==> src/rtl/reg_access_arbiter.sv <==
// Two-requester register-port arbiter: alternating tie-break, range-checked writes.
// Define ARB_TIMEOUT_EN to add the MAX_HOLD hold counter that preempts long bursts.
module reg_access_arbiter #(
    parameter int DATA_WIDTH = 32,
    parameter int MAX_HOLD   = 16,
    parameter int NUM_REGS   = 23
) (
    input  logic                  clk,
    input  logic                  reset_n,
    input  logic                  m0_req,
    input  logic                  m0_wr,
    input  logic [15:0]           m0_addr,
    input  logic [DATA_WIDTH-1:0] m0_din,
    output logic                  m0_grant,
    input  logic                  m1_req,
    input  logic                  m1_wr,
    input  logic [15:0]           m1_addr,
    input  logic [DATA_WIDTH-1:0] m1_din,
    output logic                  m1_grant,
    output logic [15:0]           s_addr,
    output logic                  s_wr,
    output logic [DATA_WIDTH-1:0] s_din,
    output logic                  addr_err
);

    typedef enum logic [1:0] {
        IDLE = 2'd0,
        OWN0 = 2'd1,
        OWN1 = 2'd2
    } state_t;

    // 17-bit compare keeps the full unsigned 16-bit address range in play.
    localparam logic [16:0] NREGS = 17'(NUM_REGS);

    state_t                  state_q, state_d;
    logic                    last_q;
    logic                    m0_grant_q, m1_grant_q;
    logic                    addr_err_q, addr_err_d;
    logic                    sel_req, sel_wr, in_range;
    logic [15:0]             sel_addr;
    logic [DATA_WIDTH-1:0]   sel_din;
    logic                    timeout;

`ifdef ARB_TIMEOUT_EN
    localparam int          HOLD_W   = (MAX_HOLD > 1) ? $clog2(MAX_HOLD) : 1;
    localparam logic [HOLD_W-1:0] HOLD_MAX = HOLD_W'(MAX_HOLD - 1);
    logic [HOLD_W-1:0]      hold_q;

    assign timeout = (hold_q == HOLD_MAX);
`else
    assign timeout = 1'b0;
`endif

    // Datapath follows whichever requester owns the port; IDLE drives zeros.
    always_comb begin
        sel_req  = 1'b0;
        sel_wr   = 1'b0;
        sel_addr = '0;
        sel_din  = '0;
        case (state_q)
            OWN0: begin
                sel_req  = m0_req;
                sel_wr   = m0_wr;
                sel_addr = m0_addr;
                sel_din  = m0_din;
            end
            OWN1: begin
                sel_req  = m1_req;
                sel_wr   = m1_wr;
                sel_addr = m1_addr;
                sel_din  = m1_din;
            end
            default: ;
        endcase
    end

    assign in_range   = ({1'b0, sel_addr} < NREGS);
    assign addr_err_d = sel_req & sel_wr & ~in_range;

    always_comb begin
        state_d = state_q;
        case (state_q)
            IDLE: begin
                if (m0_req && m1_req)
                    state_d = last_q ? OWN0 : OWN1;
                else if (m0_req)
                    state_d = OWN0;
                else if (m1_req)
                    state_d = OWN1;
            end
            OWN0: begin
                if (!m0_req)
                    state_d = m1_req ? OWN1 : IDLE;
                else if (timeout && m1_req)
                    state_d = OWN1;
            end
            OWN1: begin
                if (!m1_req)
                    state_d = m0_req ? OWN0 : IDLE;
                else if (timeout && m0_req)
                    state_d = OWN0;
            end
            default: state_d = IDLE;
        endcase
    end

    always_ff @(posedge clk) begin
        if (!reset_n) begin
            state_q    <= IDLE;
            last_q     <= 1'b1;
            m0_grant_q <= 1'b0;
            m1_grant_q <= 1'b0;
            addr_err_q <= 1'b0;
`ifdef ARB_TIMEOUT_EN
            hold_q     <= '0;
`endif
        end else begin
            state_q    <= state_d;
            m0_grant_q <= (state_d == OWN0);
            m1_grant_q <= (state_d == OWN1);
            addr_err_q <= addr_err_d;
            if (state_q == OWN0)
                last_q <= 1'b0;
            else if (state_q == OWN1)
                last_q <= 1'b1;
`ifdef ARB_TIMEOUT_EN
            // Counts cycles spent in one OWN state; saturates when uncontested.
            if (state_d != state_q || state_d == IDLE)
                hold_q <= '0;
            else if (hold_q != HOLD_MAX)
                hold_q <= hold_q + 1'b1;
`endif
        end
    end

    assign m0_grant = m0_grant_q;
    assign m1_grant = m1_grant_q;
    assign s_addr   = sel_addr;
    assign s_din    = sel_din;
    assign s_wr     = sel_req & sel_wr & in_range;
    assign addr_err = addr_err_q;

endmodule
==> config.mk <==
export PLATFORM = sky130hd
export DESIGN_NAME = reg_access_arbiter
export DESIGN_NICKNAME = d
export VERILOG_FILES = /design/src/rtl/reg_access_arbiter.sv
export SDC_FILE = /design/constraint.sdc
export NUM_CORES = 1
export LEC_CHECK = 0
export BUFFER_PORTS_ARGS = -buffer_cell sky130_fd_sc_hd__buf_2
export CAP_MARGIN = 25
export CORE_ASPECT_RATIO = 1.1
export CORE_MARGIN = 2
export CORE_UTILIZATION = 31
export CTS_CLUSTER_DIAMETER = 100
export DETAILED_ROUTE_END_ITERATION = 10
export HOLD_SLACK_MARGIN = 0.12
export PLACE_DENSITY = 0.91
export RECOVER_POWER = 50
export SETUP_SLACK_MARGIN = 0.02
export SLEW_MARGIN = 20
export SYNTH_ARGS = -nofsm -noshare
export SYNTH_HDL_FRONTEND = slang
export SYNTH_SLANG_ARGS = --single-unit
==> constraint.sdc <==
create_clock -name clk -period 4.1 [get_ports clk]
set_input_delay 0.615 -clock clk [delete_from_list [all_inputs] [get_ports clk]]
set_output_delay 0.615 -clock clk [all_outputs]
set_load 0.01 [all_outputs]
==> summary.txt, run 1 <==
Clocking
  – Clk sinks: 6
  – CTS tree: done
  – Clk buf depth: 2
  – Htree depth: 1
  – Clock latency on the worst-skew pair: about 240 ps
  – CTS buffer count: 3
  – # Post-CTS Setup Buffers: 0
  – Root Driver: clkbuf_4
  – Hold_buf cts: 0
  – Post-CTS sizing: 0
  – Worst-path clk slew: roughly 50 ps

Detailed routing
  – Via count: around 1,600
  – Drt drc: 0
  – Drt first pass iters: 4
  – DRT Wirelength: slightly above 4 mm
  – Drt via density: roughly 5.3
  – Post-DR wirelength/cell: 13.32 um
  – Initial DRC count: slightly below 80
  – Final ANT Viol Nets: 0

GRT
  – Total gr overflow: 0
  – Grt peak-use layer: met2
  – Vias in the first global route: about 1,500
  – Global-route wire length before repair: around 6.6 mm
  – Overall Global Routing Usage: 0.2227
  – Met1 GRT Util: 0.2719
  – GRT met3 Usage: 0.06004
  – Largest net degree at the start of global routing: 34
  – Met2 Use GR: 0.4009
  – Initial antenna violation count: 0

Die
  – Initial Utilization: 0.3201
  – Die W: about 57 um
  – Core region area: 3022 um^2
  – Row count: 21
  – Die ar.: 3583 um^2
  – # IOs: 154
  – Die height: 62.58 um

Pwr
  – Int Pwr: about 0.19 mW
  – Comb pwr share: 0.632
  – Sw frac: 0.4135
  – Net Sw Power: about 0.14 mW
  – Pleak: 0.9960 nW
  – Pwr/cell area: 193.7 nW/um^2
  – Total chip power: between 0.3 and 0.4 mW
  – Maximum VDD drop: ~0.00015 V
  – Reg power frac: 0.202
  – Clock share of power: 0.166

Logic synthesis
  – Post-synth top cells: a22o_1, nor2_1, clkbuf_1, inv_1, a22oi_1
  – Yosys top cell by area: a22o_1
  – Syn nets: ~240
  – Asr flop ratio synth: 0
  – Main synth FF type: dfxtp_1
  – Synth top area share: 0.3532
  – Number of enable flip-flop cells after synthesis: 0
  – Synth Register Bits: 6
  – Post-synth cell types: 28
  – Sequential fraction of the synthesis area: 0.1242
  – Most frequent cell after synthesis: a22o_1
  – Yosys warns: 0
  – Synthesized area: 967.2 um^2
  – Synth area leaders: a22o_1, dfxtp_1, nor2_1, a22oi_1, a22oi_2
  – Syn Area/Cell: slightly above 7 um^2
  – Syn Inst Count: 133

STA
  – Tightest Pin Transition: between 700 and 800 ps
  – Max Clk Rate: 0.3177 GHz
  – Final Skew: between 3 and 4 ps
  – Endpoints failing setup: 0
  – Final hold slack: roughly 540 ps
  – Slew Viols, Final: 0
  – Final worst-path cycle share: 0.7678
  – Final Hold Fails: 0
  – Setup TNS: 0 ps
  – PnR worst setup slack: approximately 950 ps
  – Minimum clock period after layout: ~3100 ps
  – Slew HR: 0.4741
  – RSZ-0062 raised after global routing: false

Final layout
  – Ant diodes: 0
  – Layout cell share with drive strength beyond 1: 0.5054
  – Area grow syn2layout: 76.20%
  – Final net count: ~390

Outcome
  – Status: finished clean

Run
  – Max-cap violations: 0

Critical path
  – Worst Setup End Kind: output pin
  – Critical path required time: roughly 3500 ps
  – Startpoint types: flip-flop
  – Setup Crit Path Kind: flip-flop to output pin
  – Crit-path max FO: 22
  – Critical Path AT: between 2000 and 3000 ps

Hold path
  – HP Class: flip-flop to flip-flop

Placed design
  – Final HPWL DP: approximately 3.4 mm
  – PortBufs: around 150
  – Gp weighted congestion: about 0.84
  – Pre-CTS WS: approximately 1300 ps
power groups by stage:
| stage | Combinational (mW) | Clock, mW | Sequential (mW) |
|---|---|---|---|
| 6_report | 0.209 | 0.0548 | 0.0666 |
| 5_1_grt | 0.230 | 0.0624 | 0.0671 |
| 4_1_cts | 0.214 | 0.0572 | 0.0665 |
| 3_5_place_dp | 0.213 | 0 | 0.0676 |
| 3_3_place_gp | 0.207 | 0 | 0.0674 |
| 2_1_floorplan | 0.121 | 0 | 0.0680 |
placed cells by master (no fill, tap or decap), types with 2 or more instances in the layout:
cell type / instances
buf_2: 135
a22o_1: 39
clkbuf_1: 18
nor2_1: 17
a22oi_1: 12
inv_1: 9
nand2_1: 6
dfxtp_1: 6
nand3_1: 4
ha_1: 4
a21oi_1: 3
clkbuf_4: 3
and2_1: 2
o21ai_1: 2
and2_0: 2
nor2b_1: 2
worst max-delay path, cell delays in order (launching register included):
cell	delay, ps
dfxtp_1	410
inv_1	100
ha_1	450
a22oi_1	340
a41oi_1	150
nor4_1	290
nand4_1	170
nor3_1	210
buf_2	160
cells by family (layout without fill, tap and decap cells):
| group | Yosys count | count (layout) | synth area share |
|---|---|---|---|
| adders and majority gates | 4 | 4 | 0.05175 |
| buffers and inverters | 23 | 167 | 0.1009 |
| AOI/OAI and AO/OA | 63 | 63 | 0.5498 |
| DFF | 6 | 6 | 0.1242 |
| and+or+nand+nor | 37 | 37 | 0.1733 |
area by class of cell:
class / count / area (um^2)
Clock buffer: 3 / 22.52
Fill cell: 313 / 1318
Inverter: 9 / 33.78
Multi-Input combinational cell: 104 / 729.5
Sequential cell: 6 / 120.1
Tap cell: 34 / 42.54
Timing Repair Buffer: 155 / 755.7
stage by stage:
step | instance area, um^2 | util | cells
6_report | 1704 | 0.5640 | 311
5_1_grt | 1704 | 0.5640 | 311
2_1_floorplan | 967.2 | - | 133
3_5_place_dp | 1727 | 0.5714 | 308
4_1_cts | 1749 | 0.5789 | 311
3_3_place_gp | 1727 | 0.5714 | 308
sequential cells by signal (all words and copies together), names as in the netlist:
signal and flops:
state_q 2, addr_err 1, last_q 1, m0_grant 1, m1_grant 1
per-layer routing:
layer / share of wire / up-vias
li1: - / 801
met1: 0.40 / 753
met2: 0.51 / 80
met3: 0.080 / 2
met4: 0.0046 / 0
met5: 0 / -
worst paths after layout:
check,end,slack [ps],startpoint,cells past startpoint
max,s_wr,950,state_q[1]$_SDFF_PN0_,8
min,last_q$_SDFFE_PN1P_,540,last_q$_SDFFE_PN1P_,2
max reg2reg,addr_err$_SDFF_PN0_,1850,state_q[1]$_SDFF_PN0_,7
min reg2reg,last_q$_SDFFE_PN1P_,540,last_q$_SDFFE_PN1P_,2
Power figures use the tool's default switching activity.
==> run 2, diff against run 1 <==
--- a/config.mk
+++ b/config.mk
@@ -5,15 +5,16 @@
 export SDC_FILE = /design/constraint.sdc
 export NUM_CORES = 1
 export LEC_CHECK = 0
+export ABC_AREA = 1
 export BUFFER_PORTS_ARGS = -buffer_cell sky130_fd_sc_hd__buf_2
 export CAP_MARGIN = 25
 export CORE_ASPECT_RATIO = 1.1
 export CORE_MARGIN = 2
-export CORE_UTILIZATION = 31
+export CORE_UTILIZATION = 29
 export CTS_CLUSTER_DIAMETER = 100
 export DETAILED_ROUTE_END_ITERATION = 10
 export HOLD_SLACK_MARGIN = 0.12
-export PLACE_DENSITY = 0.91
+export PLACE_DENSITY = 0.82
 export RECOVER_POWER = 50
 export SETUP_SLACK_MARGIN = 0.02
 export SLEW_MARGIN = 20
==> constraint.sdc (replaced) <==
create_clock -name clk -period 2.7 [get_ports clk]
set_input_delay 0.405 -clock clk [delete_from_list [all_inputs] [get_ports clk]]
set_output_delay 0.405 -clock clk [all_outputs]
set_load 0.01 [all_outputs]
==> summary.txt, run 2 <==
Pwr
  – Maximum VDD drop: around 0.00042 V
  – Reg power frac: 0.159
  – Pwr/cell area: roughly 340 nW/um^2
  – Int Pwr: between 0.3 and 0.4 mW
  – Comb pwr share: 0.635
  – Pleak: between 1 and 1.5 nW
  – Net Sw Power: around 0.30 mW
  – Clock share of power: 0.206
  – Sw frac: 0.4581

Clocking
  – Clk buf depth: 2
  – CTS buffer count: 3
  – # Post-CTS Setup Buffers: 0
  – Clk sinks: 6
  – Hold_buf cts: 0
  – Clock latency on the worst-skew pair: around 220 ps
  – Root Driver: clkbuf_8
  – Post-CTS sizing: 0
  – Worst-path clk slew: ~40 ps
  – Htree depth: 1
  – CTS tree: done

Final layout
  – Ant diodes: 0
  – Most frequent cells in the layout: buf_2, nand2_1, a21oi_1
  – Commonest non-fill, non-tap cell in the layout: buf_2
  – # fillers: about 440
  – Max reg flops: 2
  – Cell area after layout: 1941 um^2
  – Area grow syn2layout: 65.18%
  – Final net count: around 490
  – Reg with most FFs: state_q
  – Layout cell share with drive strength beyond 1: 0.3889

Die
  – Die ar.: approximately 4600 um^2
  – Die W: approximately 65 um
  – # IOs: between 150 and 200
  – Row count: 24
  – Initial Utilization: 0.2987
  – Core region area: between 3000 and 4000 um^2
  – Die height: 70.76 um

STA
  – Max Clk Rate: around 0.42 GHz
  – Final worst-path cycle share: 0.8721
  – Tightest Pin Transition: around 520 ps
  – Endpoints failing setup: 0
  – Slew Viols, Final: 0
  – Minimum clock period after layout: roughly 2400 ps
  – Final Skew: ~0.40 ps
  – RSZ-0062 raised after global routing: false
  – Slew HR: 0.6538
  – Setup TNS: 0 ps
  – PnR worst setup slack: between 300 and 400 ps
  – Final Hold Fails: 0

Logic synthesis
  – Syn nets: approximately 340
  – Main synth FF type: dfxtp_1
  – Synth Register Bits: 6
  – Sequential fraction of the synthesis area: 0.1022
  – Most frequent cell after synthesis: nand2_1
  – Synth Area in XOR/XNOR: 0
  – Post-Synth Adder-Cell Area: 0.04260
  – Compound-Gate Fraction of Synth Area: 0.1938
  – Main combinational cell family by area after synthesis: simple AND/OR/NAND/NOR gates
  – Asr flop ratio synth: 0
  – Simple-Gate Fraction of Synth Area: 0.5197
  – Synth area leaders: nand2_1, a21oi_1, dfxtp_1, nand3_1, inv_1
  – Yosys top cell by area: nand2_1
  – Synth top area share: 0.3738
  – Mux contribution to synthesized area: 0
  – Syn Inst Count: around 230
  – Number of enable flip-flop cells after synthesis: 0
  – Syn Area/Cell: a little over 5 um^2
  – Post-synth cell types: 19
  – Synthesized area: approximately 1200 um^2
  – Yosys warns: 0
  – Post-synth top cells: nand2_1, a21oi_1, nand3_1

Detailed routing
  – Drt via density: 4.453
  – Initial DRC count: around 120
  – Via count: 1,915
  – Drt first pass iters: 4
  – DRT Wirelength: about 4.7 mm
  – Final ANT Viol Nets: 0
  – Post-DR wirelength/cell: 10.89 um
  – Drt drc: 0

Placed design
  – Placed Area: 1938 um^2
  – Pre-CTS WS: roughly 560 ps
  – Final HPWL DP: around 3.7 mm
  – PortBufs: between 150 and 200
  – Gp weighted congestion: slightly above 0.8

GRT
  – Vias in the first global route: 1,718
  – Initial antenna violation count: 0
  – Largest net degree at the start of global routing: 29
  – Overall Global Routing Usage: 0.1854
  – Total gr overflow: 0
  – Global-route wire length before repair: 7.065 mm

Run
  – Max-cap violations: 0

Critical path
  – Crit-path max FO: 20
  – Critical Path AT: around 2000 ps
  – Worst Setup End Kind: output pin
  – Critical path required time: between 2000 and 2500 ps
  – Setup Crit Path Kind: flip-flop to output pin
  – Startpoint types: flip-flop

Outcome
  – Status: finished clean

Hold path
  – HP Class: input port to flip-flop
==> run 2: cell types whose count changed in the layout (fill, tap and decap cells not counted), sizes merged, moves of 2 or more <==
cell and delta:
a22o -37, nor2b -2, a22oi -12, and2 -4, clkbuf +3, inv +7
nor2 -6, nand3 +16, a21oi +32, nand2 +113
==> run 2: kinds of logic (layout without fill, tap and decap cells) <==
kind of cell,after synthesis,count (layout)
AND/OR/NAND/NOR,150,150
flip-flops,6,6
buffers and inverters,32,177
adder cells (fa/ha/maj),4,4
AO/OA/AOI/OAI,41,41
==> run 2: power groups by stage <==
stage / sequential, mW / combinational, mW / clock [mW]
finish: 0.103 / 0.413 / 0.134
global route: 0.104 / 0.466 / 0.141
detailed placement: 0.104 / 0.424 / 0
floorplan: 0.105 / 0.272 / 0
CTS: 0.103 / 0.426 / 0.136
global placement: 0.104 / 0.422 / 0
==> run 2: path summary, 6_finish.rpt <==
kind | cells after the start | slack, ps | startpoint | to
setup / recovery | 10 | 350 | state_q[0]$_SDFF_PN0_ | s_wr
hold reg to reg | 2 | 490 | last_q$_SDFFE_PN1P_ | last_q$_SDFFE_PN1P_
setup reg to reg | 7 | 900 | state_q[0]$_SDFF_PN0_ | m0_grant$_SDFF_PN0_
hold / removal | 2 | 370 | reset_n | last_q$_SDFFE_PN1P_
==> run 2: area by class of cell <==
type | instances | area [um^2] | area share
Tap cell | 52 | 65.06 | 0.03353
Sequential cell | 6 | 120.1 | 0.06190
Inverter | 17 | 63.81 | 0.03288
Multi-Input combinational cell | 195 | 882.1 | 0.4545
Clock buffer | 3 | 41.29 | 0.02128
Timing Repair Buffer | 157 | 768.2 | 0.3959
==> run 2: stage by stage <==
step / total power, mW / hold WS [ps] / utilization / cells
2_1_floorplan: 0.3774 / 449.7 / - / 233
3_3_place_gp: 0.5257 / 481.3 / 0.4927 / 427
3_5_place_dp: 0.5285 / 482.9 / 0.4927 / 427
4_1_cts: 0.6654 / 362.2 / 0.5032 / 430
5_1_grt: 0.7108 / 372.8 / 0.4933 / 430
6_report: 0.6504 / 369.3 / 0.4933 / 430
==> run 2: layer usage <==
layer,track usage,share of wire,vias up
met1,0.2256,0.42,800
met3,0.04293,0.096,4
met5,0,0,-
li1,-,-,1024
met4,0.04019,0.0062,0
met2,0.3310,0.48,87
==> run 2: critical path, cell delays in order, from the launching register on <==
cell	delay [ps]
dfxtp_1	390
inv_1	100
ha_1	320
buf_4	210
nand3_1	90
o21a_1	140
nand2_1	60
nor2_1	110
nand3_2	100
nor2_1	90
buf_2	130
